File: config.mk
export PLATFORM = sky130hd
export DESIGN_NAME = alu_shift_sequencer
export DESIGN_NICKNAME = d
export VERILOG_FILES = /design/src/rtl/alu_seq_pkg.sv /design/src/rtl/alu_step_unit.sv /design/src/rtl/alu_shift_sequencer.sv
export SDC_FILE = /design/constraint.sdc
export NUM_CORES = 1
export LEC_CHECK = 0
export CAP_MARGIN = 15
export CORE_UTILIZATION = 49
export CTS_BUF_LIST = sky130_fd_sc_hd__clkbuf_4 sky130_fd_sc_hd__clkbuf_8
export CTS_CLUSTER_DIAMETER = 80
export DETAILED_ROUTE_END_ITERATION = 6
export PLACE_DENSITY = 0.87
export SYNTH_ARGS = -nofsm -noshare
export SYNTH_HDL_FRONTEND = slang
export SYNTH_HIERARCHICAL = 1
export SYNTH_SLANG_ARGS = --single-unit
File: constraint.sdc
create_clock -name clk -period 1.65 [get_ports clk]
set_clock_uncertainty 0.1 [all_clocks]
set_input_delay 0.33 -clock clk [delete_from_list [all_inputs] [get_ports clk]]
set_output_delay 0.33 -clock clk [all_outputs]
set_load 0.01 [all_outputs]
File: src/rtl/alu_seq_pkg.sv
// Shared types and helpers for the sequenced shift/rotate unit of the 5-bit ALU.
package alu_seq_pkg;

  localparam int WIDTH = 5;

  typedef enum logic [1:0] {OP_ROR, OP_ROL, OP_SHR, OP_SHL} op_t;
  typedef enum logic [1:0] {S_IDLE, S_RUN, S_DONE} state_t;

  // Rotates repeat every WIDTH steps, while shifts saturate once every bit has left.
  function automatic logic [2:0] eff_count(op_t op, logic [4:0] b);
    if (op == OP_ROR || op == OP_ROL)
      return 3'(b % 5'd5);
    else
      return (b > 5'd5) ? 3'd5 : 3'(b);
  endfunction

endpackage

File: src/rtl/alu_step_unit.sv
// Single-bit shift/rotate step: produces the next operand value and the bit pushed out.
module alu_step_unit
  import alu_seq_pkg::*;
(
  input  op_t              op,
  input  logic [WIDTH-1:0] r,
  output logic [WIDTH-1:0] r_next,
  output logic             out_bit
);

  always_comb begin
    r_next  = r;
    out_bit = 1'b0;
    case (op)
      OP_ROR: begin
        r_next  = {r[0], r[4:1]};
        out_bit = r[0];
      end
      OP_ROL: begin
        r_next  = {r[3:0], r[4]};
        out_bit = r[4];
      end
      OP_SHR: begin
        r_next  = {1'b0, r[4:1]};
        out_bit = r[0];
      end
      OP_SHL: begin
        r_next  = {r[3:0], 1'b0};
        out_bit = r[4];
      end
      default: begin
        r_next  = r;
        out_bit = 1'b0;
      end
    endcase
  end

endmodule

File: src/rtl/alu_shift_sequencer.sv
// Multi-cycle shift/rotate controller: one request at a time, one bit step per clock.
module alu_shift_sequencer
  import alu_seq_pkg::*;
#(
  parameter int WIDTH = 5
) (
  input  logic             clk,
  input  logic             rst_n,
  input  logic             in_valid,
  output logic             in_ready,
  input  logic [1:0]       in_op,
  input  logic [WIDTH-1:0] in_a,
  input  logic [WIDTH-1:0] in_b,
  output logic             out_valid,
  input  logic             out_ready,
  output logic [WIDTH-1:0] out_r,
  output logic             out_zero,
  output logic             out_carry,
  output logic             busy
);

  state_t           state;
  op_t              op;
  logic [WIDTH-1:0] r;
  logic             carry;
  logic [2:0]       cnt;
  logic [2:0]       n_acc;
  logic [WIDTH-1:0] step_r;
  logic             step_bit;

  assign n_acc = eff_count(op_t'(in_op), in_b);

  alu_step_unit u_step (
    .op      (op),
    .r       (r),
    .r_next  (step_r),
    .out_bit (step_bit)
  );

  // Handshake flags are registered alongside the state so they change only on clock edges.
  always_ff @(posedge clk or negedge rst_n) begin
    if (!rst_n) begin
      state     <= S_IDLE;
      op        <= OP_ROR;
      r         <= '0;
      carry     <= 1'b0;
      cnt       <= 3'd0;
      in_ready  <= 1'b1;
      out_valid <= 1'b0;
      busy      <= 1'b0;
    end else begin
      case (state)
        S_IDLE: begin
          if (in_valid) begin
            r        <= in_a;
            op       <= op_t'(in_op);
            cnt      <= n_acc;
            carry    <= 1'b0;
            in_ready <= 1'b0;
            busy     <= 1'b1;
            if (n_acc == 3'd0) begin
              state     <= S_DONE;
              out_valid <= 1'b1;
            end else begin
              state <= S_RUN;
            end
          end
        end
        S_RUN: begin
          r     <= step_r;
          carry <= step_bit;
          cnt   <= cnt - 3'd1;
          if (cnt == 3'd1) begin
            state     <= S_DONE;
            out_valid <= 1'b1;
          end
        end
        S_DONE: begin
          if (out_ready) begin
            state     <= S_IDLE;
            out_valid <= 1'b0;
            in_ready  <= 1'b1;
            busy      <= 1'b0;
          end
        end
        default: begin
          state     <= S_IDLE;
          in_ready  <= 1'b1;
          out_valid <= 1'b0;
          busy      <= 1'b0;
        end
      endcase
    end
  end

  assign out_r     = r;
  assign out_zero  = (r == '0);
  assign out_carry = carry;

endmodule

* Word level (Yosys, flattened, before mapping)
Cells that the tools add are included.
Storage, ports and cells: output and inout bits 10, register bits 16, bits of input ports 16, logic and storage cells 61
Cells by class: add/subtract/negate cells 1, equal/unequal tests 11, muxes and demuxes 24, bitwise gates (word level) 1, magnitude comparators 1, reductions and logical operators 14, div/mod/pow operators 1
Operators by type and width (count):
- $pmux W5 S4 | 1
- $pmux W5 S2 | 1
- $mux W3 | 3
- $pmux W1 S3 | 3
- $mux W2 | 4
- $ne A2 B2 Y1 const B | 4
- $mux W1 | 7
- $eq A2 B1 Y1 const B | 3
- $eq A2 B2 Y1 const B | 3
- $logic_not A2 Y1 | 3
- $pmux W2 S3 | 1
- $pmux W3 S2 | 1
- $reduce_and A3 Y1 | 2
- $gt A5 B3 Y1 const B | 1
- $logic_not A5 Y1 | 1
- $mod A5 B3 Y5 const B | 1
- $mux W5 | 1
- $pmux W1 S2 | 2
- $reduce_and A2 Y1 | 2
- $reduce_and A4 Y1 | 1
- $reduce_or A2 Y1 | 2
- $eq A3 B1 Y1 const B | 1
- $logic_not A3 Y1 | 1
- $sub A3 B1 Y3 const B | 1
- 3 further kinds | 3

* Logic depth before layout (Yosys ltp)
depth after elaboration 7, mapped depth 11

* By module
Netlist, hierarchy kept.
Modules (own cells, without submodules):
- alu_shift_sequencer | times used 1, cells an instance 151, area each 1295.0 um2
- alu_step_unit | times used 1, cells an instance 10, area each 101.3 um2

* Worst setup path before layout
No wires, ideal clock.
path kind input-to-reg, from in in_b[1], to reg out_valid, path slack -0.960 ns, arrival time 2.386 ns, required time 1.426 ns, buffers on the path 1, stages on the path 11, setup time 0.124 ns, cell sequence buf_2 nor3b_1 a21oi_1 mux2_2 ha_1 or2_4 a32oi_2 o211ai_4 nor4b_4 o31a_1 o31a_1
Between the ends: longest elaborated chain between the ends 6
RTL lines:
- start, declared | line alu_shift_sequencer.sv:13 | input logic [WIDTH-1:0] in_b,
- parallel branches: the longest is 2 deep, another holds $mod A5 B3 Y5
- $mux W3 * | line alu_seq_pkg.sv:11 | if (op == OP_ROR || op == OP_ROL)
- $logic_not A3 Y1 * | line alu_shift_sequencer.sv:61 | if (n_acc == 3'd0) begin
- $ne A2 B2 Y1 (no source line) *
- $reduce_and A4 Y1 (no source line) *
- end signal, assigned | line alu_shift_sequencer.sv:63 | out_valid <= 1'b1;
- end signal, assigned | line alu_shift_sequencer.sv:75 | out_valid <= 1'b1;
- end signal, assigned | line alu_shift_sequencer.sv:81 | out_valid <= 1'b0;
- end, declared | line alu_shift_sequencer.sv:14 | output logic out_valid,
Every way passes the cells marked *. A chain may end at the register's enable or synchronous reset.

* Worst setup path after layout
from in in_b[4], to reg out_valid
Same word-level chain as after synthesis.

==> reports/summary.log <==
qor: power.totalPowerFinal 2680 uW
qor: timing.max_slew.worst_pin.slew 0.389 ns
qor: clock_network.cts.path.max_buffers 2
qor: detailed_routing.detailedRoute.firstPassIterationCount 4
qor: worst_setup_path.critical_path.max_fanout 3
qor: layout.area_growth 45.8%
qor: detailed_routing.detail_route.vias_per_cell 5.85
qor: worst_hold_path.worst_hold_path_type input pin to async pin
qor: detailed_routing.detail_route.drc_violations 0
qor: power.sw_frac_of_total 40.0%
qor: global_route.gr-total-overflow 0
qor: detailed_routing.postRouteAntennaNets 0
qor: place.portBuffers 25
qor: place.gp_congestion 0.886
qor: clock_network.cts_made_buffers 3
qor: worst_setup_path.crit_required 1.74 ns
qor: timing.setup-violations-final 8
qor: layout.layout.cells.most_common buf_4
qor: timing.finalSetupTns -3.78 ns
qor: floorplan.fp.dieH 55.4 um
qor: power.clk_pwr_share 10.0%
qor: synthesis.synth_edf_count 0
qor: clock_network.hold_buffers 0
qor: layout.num-fill-cells 171
qor: timing.fraction_of_the_cycle_the_final_worst_path_needs 138%
qor: worst_setup_path.timing.critical_path.from in_b[4]
qor: power.seq_power_share 29.8%
qor: layout.final_util 78.6%
qor: synthesis.synth_area_leaders dfrtp_1 27%, nor2b_1 5.4%, o21ai_0 5.4%, a21oi_1 4.7%, mux2_4 4.3%
qor: synthesis.syn_area 1400 um^2
qor: timing.final_worst_slack -0.635 ns
qor: floorplan.design.die.area 3070 um^2
qor: synthesis.post_synth.cell_area_avg 8.67 um^2
qor: global_route.antenna_found_initial 0
qor: worst_setup_path.r2r_setup_slack 0.01 ns
qor: synthesis.synth_top_area_cell dfrtp_1
qor: timing.fmax 438 MHz
qor: worst_setup_path.critical_path.reg2reg.startpoint cnt[1]$_DFFE_PN0P_
qor: floorplan.io_pins 26
qor: timing.finalHoldViolations 0
qor: layout.fraction_of_final_layout_cells_with_drive_strength_greater_than_1 33.5%
qor: clock_network.cts_tree yes
qor: synthesis.synth.yosys.seq_area_share 28.8%
qor: power.comb_power_share 60.2%
qor: clock_network.clock-sinks 16
qor: floorplan.placementRows 18
qor: floorplan.die_width 55.4 um
qor: status.status finished with violations
qor: synthesis.synth_async_sr_flop_share 100%
qor: worst_setup_path.capturing_element_type_of_the_critical_path flop
qor: global_route.maximum_number_of_pins_on_one_net_before_global_route_repair 17
qor: power.powerDensity 1320 nW/um^2
qor: timing.setup_repair_after_global_routing_missed_its_margin true
qor: power.cellInternalPower 1610 uW
qor: place.dp.final_hpwl 2.61 mm
qor: global_route.gr-usage-all-layers 24.8%
qor: clock_network.h-tree-depth 1
qor: floorplan.core_region_area 2590 um^2
qor: layout.num_antenna_cells 0
qor: layout.final_net_count 242
qor: power.ir_drop 993 uV
qor: synthesis.postSynth.topFlopCell dfrtp_1
qor: detailed_routing.wire_per_inst 14.7 um
qor: detailed_routing.vias 1468
qor: timing.min_clock_period_post_route 2.28 ns
qor: synthesis.synthCells 161
qor: timing.relSlewSlack 74.0%
qor: worst_setup_path.timing.critical_path.from_type input pin
qor: clock_network.clock_pin_slew_of_the_registers_on_the_worst_case_setup_and_hold_paths 0.10 ns
qor: global_route.via_count_of_the_first_global_routing_pass 1420
qor: detailed_routing.detail_route.iter0.violations 51
qor: synthesis.synth_warnings 6
qor: synthesis.number_of_nets_produced_by_synthesis 181
qor: layout.final_cell_mix 41 x buf_4, 15 x o21ai_0, 15 x dfrtp_1, 12 x nor2b_1, 12 x clkdlybuf4s50_1
qor: floorplan.initial_utilization 53.9%
qor: flow_run.cap_violations 0
qor: worst_setup_path.crit_arrival 2.37 ns
qor: synthesis.post_synthesis_sequential_element_count 16
qor: power.leakage 0.000922 uW
qor: worst_setup_path.worst_setup_path_type input pin to flop
qor: status.failed_checks setup timing
qor: synthesis.ys_types 48
qor: clock_network.clock-root-buffer clkbuf_4
qor: detailed_routing.drt_wl_total 3.70 mm
qor: power.power_switching 1070 uW
qor: global_route.first_pass_grt_wire_length 6.21 mm
qor: clock_network.worstSkewPairLatency 0.29 ns
qor: timing.final_number_of_max_transition_violations 0
qor: synthesis.synth_top_area_share 26.9%
## critical path: stages
cell	delay, ns
buf_8	0.10
nor2b_4	0.13
xnor2_2	0.12
mux2_4	0.29
ha_4	0.16
or2_4	0.24
a32oi_2	0.20
o211ai_4	0.12
nor4b_4	0.15
o31a_1	0.28
o31a_1	0.23
## through the flow
step / setup slack [ns] / cells / cell area (um^2) / hold slack [ns]
6_report: -0.635 / 251 / 2040 / 0.252
3_5_place_dp: -1.41 / 240 / 1910 / 0.392
3_3_place_gp: -1.32 / 240 / 1910 / 0.391
5_1_grt: -0.678 / 251 / 2040 / 0.288
4_1_cts: -0.688 / 248 / 1990 / 0.253
2_1_floorplan: -0.890 / 161 / 1440 / -0.0656
## cells by family (layout without fill, tap and decap cells)
family,count (synthesis),in the layout,synth area share (%)
AND/OR/NAND/NOR,56,56,24.1
AO/OA/AOI/OAI,54,54,26.3
buffers and inverters,19,79,7.17
flip-flops,16,16,28.8
multiplexers,9,9,8.15
adder cells (fa/ha/maj),4,4,3.58
XOR/XNOR,3,3,1.88
## cell usage after synthesis (3+ instances only)
cell and n:
xnor2_1 3, o211ai_1 3, nor2_1 10, dfrtp_1 15
nand2_1 11, mux2_4 4, a21oi_1 13, a22oi_1 5
buf_6 3, nand2b_1 3, inv_1 6, ha_1 4
nand3b_1 5, clkbuf_1 7, o21ai_0 15, nor2b_1 12
## power groups by stage
| stage | clock network, uW | logic [uW] | registers, uW |
|---|---|---|---|
| floorplan | 0 | 958 | 776 |
| global placement | 0 | 1540 | 791 |
| detailed placement | 0 | 1600 | 802 |
| CTS | 272 | 1570 | 795 |
| global route | 295 | 1760 | 830 |
| finish | 267 | 1610 | 798 |
## layout make-up
cell class / instances / area (um^2) / share of cell area, %
repair buffers: 69 / 583 / 28.6
multi-input cells: 126 / 955 / 46.9
clock buffers: 4 / 36.3 / 1.78
inverters: 6 / 22.5 / 1.11
well taps: 30 / 37.5 / 1.84
flip-flops and latches: 16 / 402 / 19.7
## metal layers
| metal | global-route usage, % | vias to the layer above | wire length [um] |
|---|---|---|---|
| met3 | 1.87 | 6 | 137 |
| met1 | 28.1 | 721 | 1460 |
| met5 | 0 | - | 0 |
| met2 | 47.0 | 41 | 2040 |
| li1 | - | 700 | - |
| met4 | 10.7 | 0 | 62 |
## registers in the layout, summed over array words and instances, names as in the netlist
name,cells
busy,1
cnt,3
in_ready,1
op,2
out_carry,1
out_r,5
out_valid,1
state,2
## final timing paths
path / cells after the start / endpoint
setup / recovery: 11 / out_valid$_DFFE_PN0P_
hold / removal: 2 / out_r[3]$_DFFE_PN0P_
setup reg to reg: 9 / out_valid$_DFFE_PN0P_
hold reg to reg: 1 / out_carry$_DFFE_PN0P_
max in group asynchronous: 2 / in_ready$_DFFE_PN1P_
min in group clk: 1 / out_carry$_DFFE_PN0P_
## repair_timing
action	4_1_cts	5_1_grt
setup endpoints to repair	15	9
setup buffers	4	4
pin swaps	9	8
resized for setup	36	8
Power figures use the tool's default switching activity.
